==> config.mk <==
export PLATFORM = sky130hd
export DESIGN_NAME = wr_data_stage_fifo
export DESIGN_NICKNAME = d
export VERILOG_FILES = /design/src/rtl/wr_data_stage_fifo_pkg.sv /design/src/rtl/wdata_sync_fifo_core.sv /design/src/rtl/wr_data_stage_fifo.sv
export SDC_FILE = /design/constraint.sdc
export NUM_CORES = 1
export LEC_CHECK = 0
export BUFFER_PORTS_ARGS = -buffer_cell sky130_fd_sc_hd__buf_2
export CAP_MARGIN = 5
export CORE_ASPECT_RATIO = 2
export CORE_MARGIN = 1.5
export CORE_UTILIZATION = 45
export DETAILED_ROUTE_END_ITERATION = 12
export SYNTH_ARGS = -nofsm -noshare
export SYNTH_HDL_FRONTEND = slang
export SYNTH_HIERARCHICAL = 1
export SYNTH_SLANG_ARGS = --single-unit
==> constraint.sdc <==
create_clock -name mem_clk -period 4.98 [get_ports mem_clk]
set_clock_uncertainty 0.2 [all_clocks]
set_input_delay 0.996 -clock mem_clk [delete_from_list [all_inputs] [get_ports mem_clk]]
set_output_delay 0.996 -clock mem_clk [all_outputs]
set_load 0.03 [all_outputs]
==> src/rtl/wr_data_stage_fifo_pkg.sv <==
// rtl/wr_data_stage_fifo_pkg.sv - shared types and constants for the write-data staging FIFO
package wr_data_stage_fifo_pkg;

    typedef enum logic [1:0] {
        ST_PASS  = 2'd0,
        ST_DRAIN = 2'd1,
        ST_FLUSH = 2'd2
    } wstate_e;

    // Entry layout: {last, strb[3:0], data[31:0]}
    localparam int WDATA_ENTRY_W = 37;
    localparam logic [1:0] WERR_OK = 2'b00;

endpackage

==> src/rtl/wdata_sync_fifo_core.sv <==
// rtl/wdata_sync_fifo_core.sv - show-ahead synchronous FIFO with wrap-bit pointers
module wdata_sync_fifo_core #(
    parameter int WIDTH = 37,
    parameter int AW    = 3
) (
    input  logic             clk,
    input  logic             reset,
    input  logic             clear,
    input  logic             push,
    input  logic             pop,
    input  logic [WIDTH-1:0] wr_data,
    output logic [WIDTH-1:0] rd_data,
    output logic             full,
    output logic             empty,
    output logic [AW:0]      level
);

    localparam int DEPTH = 1 << AW;
    localparam logic [AW:0] PTR_ONE = {{AW{1'b0}}, 1'b1};

    logic [WIDTH-1:0] mem [DEPTH];
    logic [AW:0]      wr_ptr;
    logic [AW:0]      rd_ptr;

    always_ff @(posedge clk) begin
        if (reset) begin
            wr_ptr <= '0;
            rd_ptr <= '0;
            // Cleared so the show-ahead outputs read zero straight out of reset
            for (int i = 0; i < DEPTH; i++) begin
                mem[i] <= '0;
            end
        end else if (clear) begin
            wr_ptr <= '0;
            rd_ptr <= '0;
        end else begin
            if (push) begin
                mem[wr_ptr[AW-1:0]] <= wr_data;
                wr_ptr <= wr_ptr + PTR_ONE;
            end
            if (pop) begin
                rd_ptr <= rd_ptr + PTR_ONE;
            end
        end
    end

    assign rd_data = mem[rd_ptr[AW-1:0]];
    assign empty   = (wr_ptr == rd_ptr);
    assign full    = (wr_ptr[AW] != rd_ptr[AW]) && (wr_ptr[AW-1:0] == rd_ptr[AW-1:0]);
    assign level   = wr_ptr - rd_ptr;

endmodule

==> src/rtl/wr_data_stage_fifo.sv <==
// rtl/wr_data_stage_fifo.sv - AHB-to-memory write-data staging buffer with burst tracking
module wr_data_stage_fifo
    import wr_data_stage_fifo_pkg::*;
#(
    parameter int DEPTH_LOG2 = 3
) (
    input  logic                  mem_clk,
    input  logic                  reset,
    input  logic                  ahb_wdata_valid,
    input  logic [31:0]           ahb_wdata,
    input  logic [3:0]            ahb_wstrb,
    input  logic                  ahb_wlast,
    output logic                  ahb_wdata_ready,
    output logic                  slv_mem_wdata_valid,
    output logic [31:0]           slv_mem_wdata,
    output logic [3:0]            slv_mem_wstrb,
    output logic                  slv_mem_wlast,
    input  logic                  slv_mem_wdata_ack,
    input  logic [1:0]            slv_mem_wdata_err,
    input  logic                  flush_req,
    output logic                  flush_done,
    output logic                  burst_avail,
    output logic [DEPTH_LOG2:0]   fifo_level,
    output logic                  wr_err_sticky,
    output logic [1:0]            wr_err_code,
    input  logic                  err_clr
);

    localparam logic [DEPTH_LOG2:0] CNT_ONE = {{DEPTH_LOG2{1'b0}}, 1'b1};

    wstate_e                  state;
    wstate_e                  state_nxt;
    logic [WDATA_ENTRY_W-1:0] wr_entry;
    logic [WDATA_ENTRY_W-1:0] head_entry;
    logic                     full;
    logic                     empty;
    logic                     push;
    logic                     pop;
    logic                     clear;
    logic                     err_evt;
    logic                     ready_en;
    logic                     head_last;
    logic [DEPTH_LOG2:0]      bursts_pending;

    assign wr_entry      = {ahb_wlast, ahb_wstrb, ahb_wdata};
    assign head_last     = head_entry[WDATA_ENTRY_W-1];
    assign slv_mem_wlast = head_last;
    assign slv_mem_wstrb = head_entry[35:32];
    assign slv_mem_wdata = head_entry[31:0];
    assign flush_done    = (state == ST_FLUSH);
    assign burst_avail   = (bursts_pending != '0);

    wdata_sync_fifo_core #(
        .WIDTH (WDATA_ENTRY_W),
        .AW    (DEPTH_LOG2)
    ) u_core (
        .clk     (mem_clk),
        .reset   (reset),
        .clear   (clear),
        .push    (push),
        .pop     (pop),
        .wr_data (wr_entry),
        .rd_data (head_entry),
        .full    (full),
        .empty   (empty),
        .level   (fifo_level)
    );

    always_comb begin
        ahb_wdata_ready     = ready_en && !full && (state != ST_FLUSH) && !flush_req;
        slv_mem_wdata_valid = !empty && (state == ST_PASS);
        push                = ahb_wdata_valid && ahb_wdata_ready;
        pop                 = 1'b0;
        err_evt             = 1'b0;
        clear               = flush_req || (state == ST_FLUSH);
        state_nxt           = state;
        // Flush outranks everything: the ack of this cycle is ignored
        if (flush_req) begin
            state_nxt = ST_FLUSH;
        end else begin
            case (state)
                ST_PASS: begin
                    pop     = slv_mem_wdata_valid && slv_mem_wdata_ack;
                    err_evt = pop && (slv_mem_wdata_err != WERR_OK);
                    if (err_evt && !head_last) begin
                        state_nxt = ST_DRAIN;
                    end
                end
                ST_DRAIN: begin
                    pop = !empty;
                    if (pop && head_last) begin
                        state_nxt = ST_PASS;
                    end
                end
                default: state_nxt = ST_PASS;
            endcase
        end
    end

    always_ff @(posedge mem_clk) begin
        if (reset) begin
            state          <= ST_PASS;
            ready_en       <= 1'b0;
            bursts_pending <= '0;
            wr_err_sticky  <= 1'b0;
            wr_err_code    <= WERR_OK;
        end else begin
            state    <= state_nxt;
            ready_en <= 1'b1;
            if (clear) begin
                bursts_pending <= '0;
            end else begin
                case ({push && ahb_wlast, pop && head_last})
                    2'b10:   bursts_pending <= bursts_pending + CNT_ONE;
                    2'b01:   bursts_pending <= bursts_pending - CNT_ONE;
                    default: bursts_pending <= bursts_pending;
                endcase
            end
            // A fresh error beats a same-cycle clear; otherwise the first code sticks
            if (err_evt && (!wr_err_sticky || err_clr)) begin
                wr_err_sticky <= 1'b1;
                wr_err_code   <= slv_mem_wdata_err;
            end else if (err_clr) begin
                wr_err_sticky <= 1'b0;
                wr_err_code   <= WERR_OK;
            end
        end
    end

endmodule

Word level (Yosys, flattened, before mapping)

Memories as Yosys holds them, arrays and structs flattened. A register that Yosys moved wholly into a read port is not among the register bits.
Index checks and enable logic that the tools add are counted.

Output and inout bits: 48
Logic and storage cells: 81
Memory bits (writable): 296
Register bits after elaboration: 18
Input bits: 45
Memories: 1

Memory list:

| name       | words | bits a word | rd ports | clocked after memory_dff | write ports | line                       | source |
|---|---|---|---|---|---|---|---|
| u_core.mem | 8     | 37          | 1        | 1                        | 8           | wdata_sync_fifo_core.sv:21 | `logic [WIDTH-1:0] mem [DEPTH];` |

$add $sub $neg: 5
Reductions and logical operators: 30
Multiplexer cells: 25
Eq/ne operators: 12

Operators with widths:

| cell                                                                    | number |
|---|---|
| 37-bit two-way mux                                                      | 1 |
| 37-bit OR reduction                                                     | 1 |
| 1-bit logical AND                                                       | 13 |
| 1-bit two-way mux                                                       | 13 |
| 4-bit by 1-bit adder with 4-bit output, second input constant           | 3 |
| 2-bit two-way mux                                                       | 5 |
| 3-bit two-way mux                                                       | 3 |
| 4-bit case mux with 2 select lines                                      | 1 |
| 2-bit nonzero test                                                      | 3 |
| 1-bit zero test                                                         | 5 |
| 2-bit by 1-bit == test with 1-bit output, second input constant         | 2 |
| 2-bit == test, second input constant                                    | 2 |
| 4-bit == test                                                           | 1 |
| 2-bit inequality test, second input constant                            | 2 |
| 2-bit case mux with 2 select lines                                      | 1 |
| 2-bit AND reduction                                                     | 2 |
| 4-bit nonzero test                                                      | 1 |
| 2-bit OR reduction                                                      | 2 |
| 4-bit by 1-bit subtractor with 4-bit output, second input constant      | 1 |
| 4-bit subtractor                                                        | 1 |
| 3-bit == test                                                           | 1 |
| 3-bit by 2-bit inequality test with 1-bit output, second input constant | 1 |
| 3-bit inequality test, second input constant                            | 1 |
| 2-bit zero test                                                         | 1 |
| 4 further kinds                                                         | 5 |

Longest topological paths before layout

Word-level depth: 13
Gate-level depth with buffers: 14
Gate-level depth less buffers: 14

Modules after synthesis

The synthesis kept the hierarchy.

By module, submodules not included:

| module               | cells each | area each (um2) | instances | seq. area each (um2) |
|---|---|---|---|---|
| wdata_sync_fifo_core | 831        | 13,852.0        | 1         | 9,108.7 |
| wr_data_stage_fifo   | 62         | 558.0           | 1         | 200.2 |

Worst setup path after synthesis

Ideal clock, no wire load.

Kind: in2reg
Start: input flush_req
End: memory u_core.mem[1][0] (enable)
Slack: 749 ps
Arrival: 3,653 ps
Stages on the path: 6
Library setup time: 378 ps
Cells stage by stage: nor4b_1 > and2_1 > nand2_2 > nor4_1 > clkbuf_2 > or2_2

RTL lines:

| item               | line                       | source |
|---|---|---|
| start: declaration | wr_data_stage_fifo.sv:20   | `input logic flush_req,` |
| end: declaration   | wdata_sync_fifo_core.sv:21 |  |

==> impl_metrics.toml <==
[finish]
final_core_util_pct = 51.3
regArea_mm2 = 0.00932
syn_to_final_growth_pct = 12.4
layout-drive-gt1-share_pct = 29.2
layout_commonest_cell = "and2_1"
antenna_cells = 0
multi_input_area_mm2 = 0.00472
nets = 1039
final_cell_mix = "and2_1 (298), edfxtp_1 (296), buf_2 (92)"
nFillCells = 2712

[floorplan]
die-area_mm2 = 0.0332
rows = 92
die_h_um = 256
start_util_pct = 45.7
die_x_um = 130
coreArea_mm2 = 0.0315
ios = 93

[min_path]
hp-class = "reg2reg"
worstHoldPathCells = 2

[critical_path]
rr_endpoint = "u_core/mem[5][30]$_SDFFCE_PN0P_"
cp-start-kind = "flip-flop"
critPathRequiredTime_ps = 3780
ff2ff_setup_slack_ps = 1510
endpoint = "slv_mem_wdata[4]"
end_kind = "primary output"
reg2reg_from = "u_core/wr_ptr[1]$_SDFFE_PP0P_"
cp.arrival_ps = 2850
r2r_cells = 9
critPathKind = "reg2out"
cp_max_fo = 29

[global_routing]
gr-usage-all-layers_pct = 19.9
grt_pass1_wl_mm = 48.6
antenna_found_initial = 0
grt_pass1_vias = 8230
grt_remaining_overflow = 0
grt_max_degree = 41

[drt]
post_drt_wl_per_cell_um = 22.2
drc = 0
antenna_left = 0
routed_wl_mm = 31.7
vias = 7530
dr.first_iter.drc_count = 415
drt-vias-per-instance = 5.28
first_pass_iters = 4

[power]
irDropWorstVdd_mv = 0.230
powerDensity_mw_per_mm2 = 332
total_power_w = 0.00538
p_leak_nw = 5.95

[sta]
final_max_slew_viol_count = 0
max_freq_mhz = 247
finalSetupTns_ps = 0
grt_setup_unrepaired = "false"
hold_viol_final = 0
slew_headroom_pct = 54.8
tightestPinTransition_ps = 678
finalSetupViolations = 0
min_period_ps = 4050
finalCritPeriodShare_pct = 81.3

[synthesis]
synth_edf_count = 296
synth_cells = 893
ys_ff_latch = 317
synth_area_mm2 = 0.0144
synthFlopType = "edfxtp_1"
synthArstFlopShare_pct = 0
synth_nets = 948
synth_cell_types = 48
avgSynthCellArea_um2 = 16.1
synth_warnings = 6
seq_area_frac_synth_pct = 64.6

[flow_run]
cap_violations = 0

[clocking]
h-tree-depth = 1
post_cts_buffers = 0
clock-sinks = 317
cts_tree = "built"
numCtsBuffers = 28
cts_hold_buf = 0
clk_pin_slew_ps = 70
cts_resized = 0
clockBufferDepth = 3
clk_latency_ps = 550
cts_root_buf = "clkbuf_16"

[outcome]
outcome = "completed"

[place]
dpl.hpwl_mm = 18.8
port_buffers = 92
place.gp.congestion = 0.743
## how the worst min path moves through the flow
stage,startpoint,to,slack (ps)
floorplan,bursts_pending[3]$_SDFFE_PP0P_,bursts_pending[3]$_SDFFE_PP0P_,250
global placement,bursts_pending[3]$_SDFFE_PP0P_,bursts_pending[3]$_SDFFE_PP0P_,270
detailed placement,bursts_pending[3]$_SDFFE_PP0P_,bursts_pending[3]$_SDFFE_PP0P_,290
CTS,bursts_pending[3]$_SDFFE_PP0P_,bursts_pending[3]$_SDFFE_PP0P_,290
global route,bursts_pending[3]$_SDFFE_PP0P_,bursts_pending[3]$_SDFFE_PP0P_,310
finish,bursts_pending[3]$_SDFFE_PP0P_,bursts_pending[3]$_SDFFE_PP0P_,290
## logic make-up (layout without fill, tap and decap cells)
family | Yosys count | after routing | synth area share, %
XOR/XNOR | 9 | 9 | 0.547
multiplexers | 113 | 113 | 14.6
flip-flops | 317 | 317 | 64.6
AO/OA/AOI/OAI | 15 | 15 | 0.669
adder cells (fa/ha/maj) | 10 | 10 | 0.973
buffers and inverters | 65 | 175 | 2.81
AND/OR/NAND/NOR | 364 | 364 | 15.8
## per-layer routing
layer | GRT usage, % | share of wire, %
met5 | 0 | 0
met4 | 5.25 | 1.8
met3 | 2.53 | 3.6
met2 | 39.1 | 58
met1 | 22.0 | 36
## cells in the mapped netlist, types with 2 or more instances
cell type    n  area (um2)
nor3_1       3        15.0
buf_2        6        30.0
mux2i_1      2        20.0
mux4_2      74        1670
or4b_4       2        27.5
nand2b_1     2        12.5
xnor2_1      3        26.3
nor4_1       3        18.8
edfxtp_1   296        8890
nand3_1      3        15.0
nor2_1      14        52.6
or2_2        9        56.3
nand2_1      6        22.5
buf_1        5        18.8
buf_6       17         191
buf_4        3        22.5
inv_1       11        41.3
ha_1         8         100
a21oi_1      8        40.0
or3b_2       2        17.5
nor2_2       3        18.8
clkbuf_2    12        60.1
or3_1        2        12.5
and2_1     298        1860
mux2_2      37         417
fa_1         2        40.0
dfxtp_1     21         420
xor2_1       6        52.6
nor2b_1      6        37.5
clkbuf_1    11        41.3
## final cells by class
cell class	instances	share of cell area, %
multi-input combinational	511	29.1
clock buffer	35	4.62
timing repair buffer	115	4.30
inverter	11	0.255
clock inverter	14	0.858
sequential	317	57.6
tap	423	3.27
## worst max-delay path, stage by stage (launching register included)
cell and delay (ps):
dfxtp_4 780, buf_4 460, mux4_2 590, mux2_2 280, buf_2 180
## through the flow
step / worst slack (ps) / area [um2] / hold WS (ps) / instances
after global placement: 1360 / 15300 / 274 / 1377
final: 931 / 16200 / 288 / 1426
after CTS: 827 / 16200 / 294 / 1426
after floorplan: 749 / 14400 / 252 / 893
after detailed placement: 1280 / 15300 / 286 / 1377
after global routing: 743 / 16200 / 311 / 1426
## state kept, by name, indices dropped and copies added, names as in the netlist, named ones only
| signal | count |
|---|---|
| bursts_pending | 4 |
| ready_en | 1 |
| state | 2 |
| u_core/mem | 296 |
| u_core/rd_ptr | 4 |
| u_core/wr_ptr | 4 |
| wr_err_code | 2 |
| wr_err_sticky | 1 |
## report_power, final
part	leakage [nW]	total, W	internal [W]	switching, W
logic	2.28	0.000232	0.0000767	0.000156
clock network	0.438	0.00214	0.00121	0.000931
registers	3.23	0.00301	0.00298	0.0000214
Note: power is estimated with default switching activity, not from simulation.
